$ cat config.mk
export PLATFORM = sky130hd
export DESIGN_NAME = reg_writeback_arbiter
export DESIGN_NICKNAME = d
export VERILOG_FILES = /design/src/rtl/reg_writeback_arbiter.sv
export SDC_FILE = /design/constraint.sdc
export NUM_CORES = 1
export LEC_CHECK = 0
export CAP_MARGIN = 20
export CORE_UTILIZATION = 45
export CTS_BUF_LIST = sky130_fd_sc_hd__clkbuf_2 sky130_fd_sc_hd__clkbuf_4 sky130_fd_sc_hd__clkbuf_8
export DETAILED_ROUTE_END_ITERATION = 10
export GPL_TIMING_DRIVEN = 0
export HOLD_SLACK_MARGIN = 0.02
export PLACE_DENSITY = 0.78
export SYNTH_ARGS = -nofsm -noshare
export SYNTH_HDL_FRONTEND = slang
export SYNTH_SLANG_ARGS = --single-unit
$ cat constraint.sdc
create_clock -name clk -period 3.11 [get_ports clk]
set_clock_uncertainty 0.2 [all_clocks]
set_input_delay 0.7775 -clock clk [delete_from_list [all_inputs] [get_ports clk]]
set_output_delay 0.7775 -clock clk [all_outputs]
set_load 0.02 [all_outputs]
$ cat src/rtl/reg_writeback_arbiter.sv
// reg_writeback_arbiter
//   Write-side front end of the register file. ALU results (single cycle) and
//   load results (variable latency, buffered in a small FIFO) are merged onto
//   the single registered write port we/rd/wd.
//   Writes to x0 are consumed but never issued. A younger ALU result is held
//   back while an older load to the same register is still queued, so that
//   writes to one register happen in order (WAW).
//
//   Optional feature macro: WB_BYPASS_EN
//     Adds read-port forwarding (byp_rs1/2, rf_rd1/2 -> fwd_rd1/2). This covers
//     a register that is written and read in the same cycle.
//
//   Handshake: an item transfers on a rising edge where valid && ready are
//   both high. The producer keeps its fields stable while valid && !ready.
//   Neither ready depends on its own valid.
module reg_writeback_arbiter #(
  parameter int DEPTH = 4,
  parameter int XLEN  = 32
) (
  input  logic            clk,
  input  logic            rst,
  input  logic            alu_valid,
  input  logic [4:0]      alu_rd,
  input  logic [XLEN-1:0] alu_wd,
  output logic            alu_ready,
  input  logic            lsu_valid,
  input  logic [4:0]      lsu_rd,
  input  logic [XLEN-1:0] lsu_wd,
  output logic            lsu_ready,
  output logic            we,
  output logic [4:0]      rd,
  output logic [XLEN-1:0] wd,
`ifdef WB_BYPASS_EN
  input  logic [4:0]      byp_rs1,
  input  logic [4:0]      byp_rs2,
  input  logic [XLEN-1:0] rf_rd1,
  input  logic [XLEN-1:0] rf_rd2,
  output logic [XLEN-1:0] fwd_rd1,
  output logic [XLEN-1:0] fwd_rd2,
`endif
  output logic            lsu_pending
);

  localparam int PW = $clog2(DEPTH);
  localparam logic [PW-1:0] PTR_ONE = 1;

  // Load FIFO storage. Each slot has a valid bit. The count is implied by
  // these bits, and the WAW scan only looks at live slots.
  logic [4:0]       mem_rd [DEPTH];
  logic [XLEN-1:0]  mem_wd [DEPTH];
  logic [DEPTH-1:0] slot_valid;
  logic [PW-1:0]    wptr;
  logic [PW-1:0]    rptr;

  logic            full;
  logic            empty;
  logic            waw_hit;
  logic            push;
  logic            alu_take;
  logic            pop;
  logic [4:0]      sel_rd;
  logic [XLEN-1:0] sel_wd;
  logic            issue;

  // Occupancy and WAW hazard against any queued load with the same rd.
  always_comb begin
    full    = &slot_valid;
    empty   = ~(|slot_valid);
    waw_hit = 1'b0;
    for (int i = 0; i < DEPTH; i++) begin
      if (slot_valid[i] && (mem_rd[i] == alu_rd) && (alu_rd != 5'd0))
        waw_hit = 1'b1;
    end
  end

  assign alu_ready   = !full && !waw_hit;
  assign lsu_ready   = !full;
  assign lsu_pending = !empty;

  // Write-port winner: a full FIFO drains first, then the ALU, then leftover loads.
  always_comb begin
    push     = lsu_valid && !full;
    alu_take = alu_valid && alu_ready;
    pop      = full || (!alu_take && !empty);
    sel_rd   = pop ? mem_rd[rptr] : alu_rd;
    sel_wd   = pop ? mem_wd[rptr] : alu_wd;
    issue    = (pop || alu_take) && (sel_rd != 5'd0);
  end

  // FIFO pointers, slot valid bits and the registered write port.
  // A push and a pop never hit the same slot, because a push needs !full.
  always_ff @(posedge clk) begin
    if (rst) begin
      slot_valid <= '0;
      wptr       <= '0;
      rptr       <= '0;
      we         <= 1'b0;
      rd         <= 5'd0;
      wd         <= '0;
    end else begin
      if (pop) begin
        slot_valid[rptr] <= 1'b0;
        rptr             <= rptr + PTR_ONE;
      end
      if (push) begin
        slot_valid[wptr] <= 1'b1;
        wptr             <= wptr + PTR_ONE;
      end
      we <= issue;
      if (issue) begin
        rd <= sel_rd;
        wd <= sel_wd;
      end
    end
  end

  // FIFO payload. It is not reset, because slot_valid qualifies every read.
  always_ff @(posedge clk) begin
    if (push) begin
      mem_rd[wptr] <= lsu_rd;
      mem_wd[wptr] <= lsu_wd;
    end
  end

`ifdef WB_BYPASS_EN
  // Forward the data being written this cycle to matching read ports.
  assign fwd_rd1 = (we && (rd != 5'd0) && (rd == byp_rs1)) ? wd : rf_rd1;
  assign fwd_rd2 = (we && (rd != 5'd0) && (rd == byp_rs2)) ? wd : rf_rd2;
`endif

endmodule

After elaboration in Yosys (flattened, before gate mapping)

Memory sizes are Yosys's and may differ from the RTL's. A register that Yosys moved wholly into a read port is not among the register bits.
Cells that the tools add are included.

$add $sub $neg: 2
$lt $le $gt $ge: 4
Eq/ne operators: 4
Muxes and demuxes: 19
Bitwise operators: 3
Reductions and logical operators: 24

Operators with widths:

| cell                                                                  | number |
|---|---|
| 32-bit two-way mux                                                    | 1 |
| 5-bit equality test                                                   | 4 |
| 1-bit logical AND                                                     | 15 |
| 4-bit two-way mux                                                     | 3 |
| 5-bit nonzero test                                                    | 2 |
| 1-bit two-way mux                                                     | 8 |
| 2-bit two-way mux                                                     | 4 |
| 2-bit by 3-bit < comparator with 1-bit output, second input constant  | 2 |
| 5-bit two-way mux                                                     | 1 |
| 2-bit by 1-bit adder with 2-bit output, second input constant         | 2 |
| 4-bit AND                                                             | 1 |
| 1-bit demux with 2-bit select                                         | 2 |
| 2-bit by 1-bit >= comparator with 1-bit output, second input constant | 2 |
| 4-bit NOT                                                             | 1 |
| 4-bit OR                                                              | 1 |
| 4-bit AND reduction                                                   | 1 |
| 4-bit OR reduction                                                    | 1 |
| 1-bit zero test                                                       | 3 |
| 1-bit logical OR                                                      | 2 |

Register bits after elaboration: 46
RAM bits: 148
Bits of input ports: 78
Output and inout bits: 41
Word-level logic and storage cells: 64
Memories kept: 2

Memory list:

| name   | depth | bits a word | rd ports | clocked after Yosys merged registers in | wr ports | line | source |
|---|---|---|---|---|---|---|---|
| mem_wd | 4     | 32          | 1        | 1                                       | 1        | 50   | `logic [XLEN-1:0] mem_wd [DEPTH];` |
| mem_rd | 4     | 5           | 5        | 1                                       | 1        | 49   | `logic [4:0] mem_rd [DEPTH];` |

Logic depth before layout (Yosys ltp)

Word-level depth: 17
Mapped depth: 10
Mapped depth without buffers: 7

Least setup slack after synthesis

OpenSTA, ideal clock, no wires.

Path kind: input to output
From: in alu_rd[3]
To: out alu_ready
Data arrival time: 2.332 ns
Data required time: 2.132 ns
Path slack: -0.200 ns
Stages: 6
Buffers on the path: 1
Cells stage by stage: buf_4 xor2_1 nor4_1 and3_1 or4_4 a21boi_0

Word-level cells in the longest chain between the ends: 9
Elaborated cells between the ends (all ways): 19
Classes of those cells: eq/ne (4); mux (4); reduce/logical (11)

RTL lines:

| element                        | line | source |
|---|---|---|
| from (decl)                    | 23   | `input logic [4:0] alu_rd,` |
| 5-bit equality test            | 71   | `if (slot_valid[i] && (mem_rd[i] == alu_rd) && (alu_rd != 5'd0))` |
| 1-bit logical AND (2 in a row) | 71   |  |
| 1-bit two-way mux (3 in a row) | 71   |  |
| 1-bit two-way mux *            | 71   |  |
| 1-bit zero test *              | 76   | `assign alu_ready = !full && !waw_hit;` |
| 1-bit logical AND *            | 76   |  |
| to (decl)                      | 25   | `output logic alu_ready,` |

Every way passes the cells marked *; elsewhere a longest branch is shown, timed or not.

Worst setup path after layout

From: in alu_rd[4]
To: out alu_ready

The elaborated chain is that of the path after synthesis.

==> impl_results.md <==
* CTS sink count at between 150 and 200
* Vias in the first global route at approximately 4,800
* IO Port Bufs at between 100 and 150
* Die area at around 18,000 um2
* Critical path, cell by cell: buf_4, xor2_1, nor4_1, and3_1, or4_4, a21boi_2, buf_6
* Chip height at approximately 130 um
* Run status: complete, but fails checks
* TritonCTS clock tree: yes
* CP max-delay cell: or4_4
* Max incr delay on CP at 490 ps
* Drt first pass iters at 4
* Row count at between 40 and 50
* Final setup viols at 1
* First-pass GRT wire length at about 26,000 um
* Remaining global-route overflow at 0
* EDFF count, synth at ~150
* Fin crit share at 101.6%
* Core area at 16,820 um2
* WS Path Type: in2out
* Num ports at ~120
* Setup crit start kind: input pin
* Fill cells at between 1,000 and 1,500
* Post-DP HPWL at roughly 11,000 um
* Initial antenna violation count at 0
* Data required, critical path at 2130 ps
* Clk Latency, worst-skew pair at 460 ps
* Commonest cells after routing, fill and taps aside: edfxtp_1 (148), clkdlybuf4s50_1 (111), dfxtp_1 (48)
* Post-Place Cell Area at a little over 9000 um2
* Synth Cell Area at roughly 7800 um2
* Drc violations at 0
* Setup_tns at -49.81 ps
* Arr. time, crit path at ~2200 ps
* Final Core Density at between 50% and 60%
* Static Leak at between 3 and 4 nW
* Ant. Diodes at 0
* Maximum fanout along the worst path at 6
* Synth top area share at a little under three fifths
* Sequential element share of the synthesized area at between 60 and 70%
* Initial DRC count at 284
* Layout area overhead at 24.65%
* Pwr/cell area at 589.6 nW/um2
* Worst setup margin at -49.81 ps
* Min-delay worst type: reg2reg
* Share of flip-flops with an asynchronous set or reset at 0%
* Final WL at about 17,000 um
* Maximum vdd ir drop at around 0.28 mV
* Avg Cell Area, Syn at about 17 um2
* MaxCap Viol Count at 0
* Synth Instances at approximately 460
* Final Net Count at just under 700
* Syn nets at between 500 and 600
* Ys flop type: edfxtp_1
* Starting density of the core at between 40% and 50%
* Max Buffers Root-to-Sink at 2
* Final hold viol count at 0
* Post-route cell area at 9776 um2
* Final worst path period need at 3160 ps
* Ys Warns at 0
* Unique masters post-synth at 36
* Relative slew slack at around two fifths
* DR vias/cell at between 5 and 6
* Largest net degree at the start of global routing at 37
* RSZ-0062 raised after global routing: yes
* Gp weighted congestion at around 0.89
* Max-slew violations at 0
* Antenna viol nets, final at 0
* Reg clk slew, reported paths at 100 ps
* Synth top area cells: edfxtp_1 (57%), dfxtp_1 (12%), mux4_2 (11%), mux2i_1 (4.6%), a211oi_1 (2.9%)
* Setup crit end kind: output pin
* Die Wd at between 100 and 150 um
* Layout cells sized above 1 at between 10% and 20%
* Total CTS buffers at 17
* Worst Hold Margin at around 280 ps
* Clk root buf: clkbuf_8
* Commonest non-fill, non-tap cell in the layout: edfxtp_1
* Post-synth top area cell: edfxtp_1
* #FFs+latches synth at 196
* Failing checks: negative setup slack
* H-tree Lvls at 4
* GRT Util Overall at 19.63%
* Hold_buf cts at 0
* Least-Margin Pin Slew at approximately 900 ps
* Fmax at roughly 0.32 GHz
* Vias after detailed routing at roughly 4,500
* Average wire per standard cell at 20.19 um
-- sequential cells by signal (all words and copies together), names as in the netlist, named ones only --
register	flops
mem_wd	128
wd	32
rptr	2
mem_rd	20
slot_valid	4
we	1
wptr	2
rd	5
-- logic make-up (layout without fill, tap and decap cells) --
family	after synthesis	count (layout)	synth area share (%)
adders and majority gates	8	8	1.276
AOI/OAI and AO/OA	50	50	5.456
buffers and inverters	40	188	2.760
and+or+nand+nor	69	69	3.909
xor gates and xnor gates	22	22	2.457
DFF	196	196	68.92
muxes	73	73	15.22
-- cells in the mapped netlist (2+ instances only) --
master / number
a211oi_1: 30
a211oi_2: 4
a22oi_1: 2
a311oi_2: 4
and3_1: 4
buf_1: 2
buf_2: 5
buf_4: 6
buf_6: 5
clkbuf_1: 14
dfxtp_1: 48
edfxtp_1: 148
ha_1: 8
inv_1: 8
mux2i_1: 36
mux4_2: 37
nand2_1: 6
nor2_1: 46
nor4_1: 4
o21ai_0: 2
o2bb2ai_1: 3
or4_1: 2
xnor2_1: 6
xor2_1: 16
-- worst max-delay path: cells and delay by family --
family,cells,cell delay (ps)
and+or+nand+nor,3,740
xor gates and xnor gates,1,210
AOI/OAI and AO/OA,1,150
buffers and inverters,2,300
-- layer usage --
metal / share of wire, % / GRT usage (%) / vias to the layer above
met5: 0 / 0 / -
met4: 1.2 / 6.804 / 0
met3: 5.4 / 5.064 / 14
met2: 52 / 34.17 / 135
met1: 41 / 23.66 / 2325
li1: - / - / 2049
-- final timing paths --
kind / cells past startpoint / start / endpoint / slack [ps]
worst min-delay path: 1 / rd[1] / rd[1] / 280
worst max register to register: 9 / mem_rd[1][4] / wd[19] / 210
worst max-delay path: 7 / alu_rd[4] / alu_ready / -50
worst min register to register: 1 / rd[1] / rd[1] / 280
-- through the flow --
step	std cells	total power, mW	setup slack (ps)
after floorplan	458	3.726	57.65
after global placement	790	4.126	-616.3
after detailed placement	794	4.173	-551.3
after CTS	827	5.813	-29.59
after global routing	826	5.987	-106.1
final	826	5.763	-49.81
-- final cells by class --
class | count | area [um2] | share of cell area, %
clock inverters | 14 | 160.2 | 1.638
plain buffers | 31 | 185.2 | 1.894
multi-input cells | 222 | 2268 | 23.20
well taps | 220 | 275.3 | 2.816
repair buffers | 117 | 1210 | 12.38
flip-flops and latches | 196 | 5405 | 55.29
inverters | 8 | 30.03 | 0.3072
clock buffers | 18 | 241.5 | 2.470
-- repair_timing --
| action | CTS | global route |
|---|---|---|
| pin swaps | 7 | 1 |
| setup endpoints to repair | 1 | 30 |
| setup buffers | 1 | 0 |
| resized for setup | 11 | 5 |
-- report_power, final --
part           internal (mW)  switching [mW]
clock network          0.799           0.852
logic                  0.512           0.535
registers               2.99          0.0788
No activity file was read; power rests on OpenSTA's default activity.
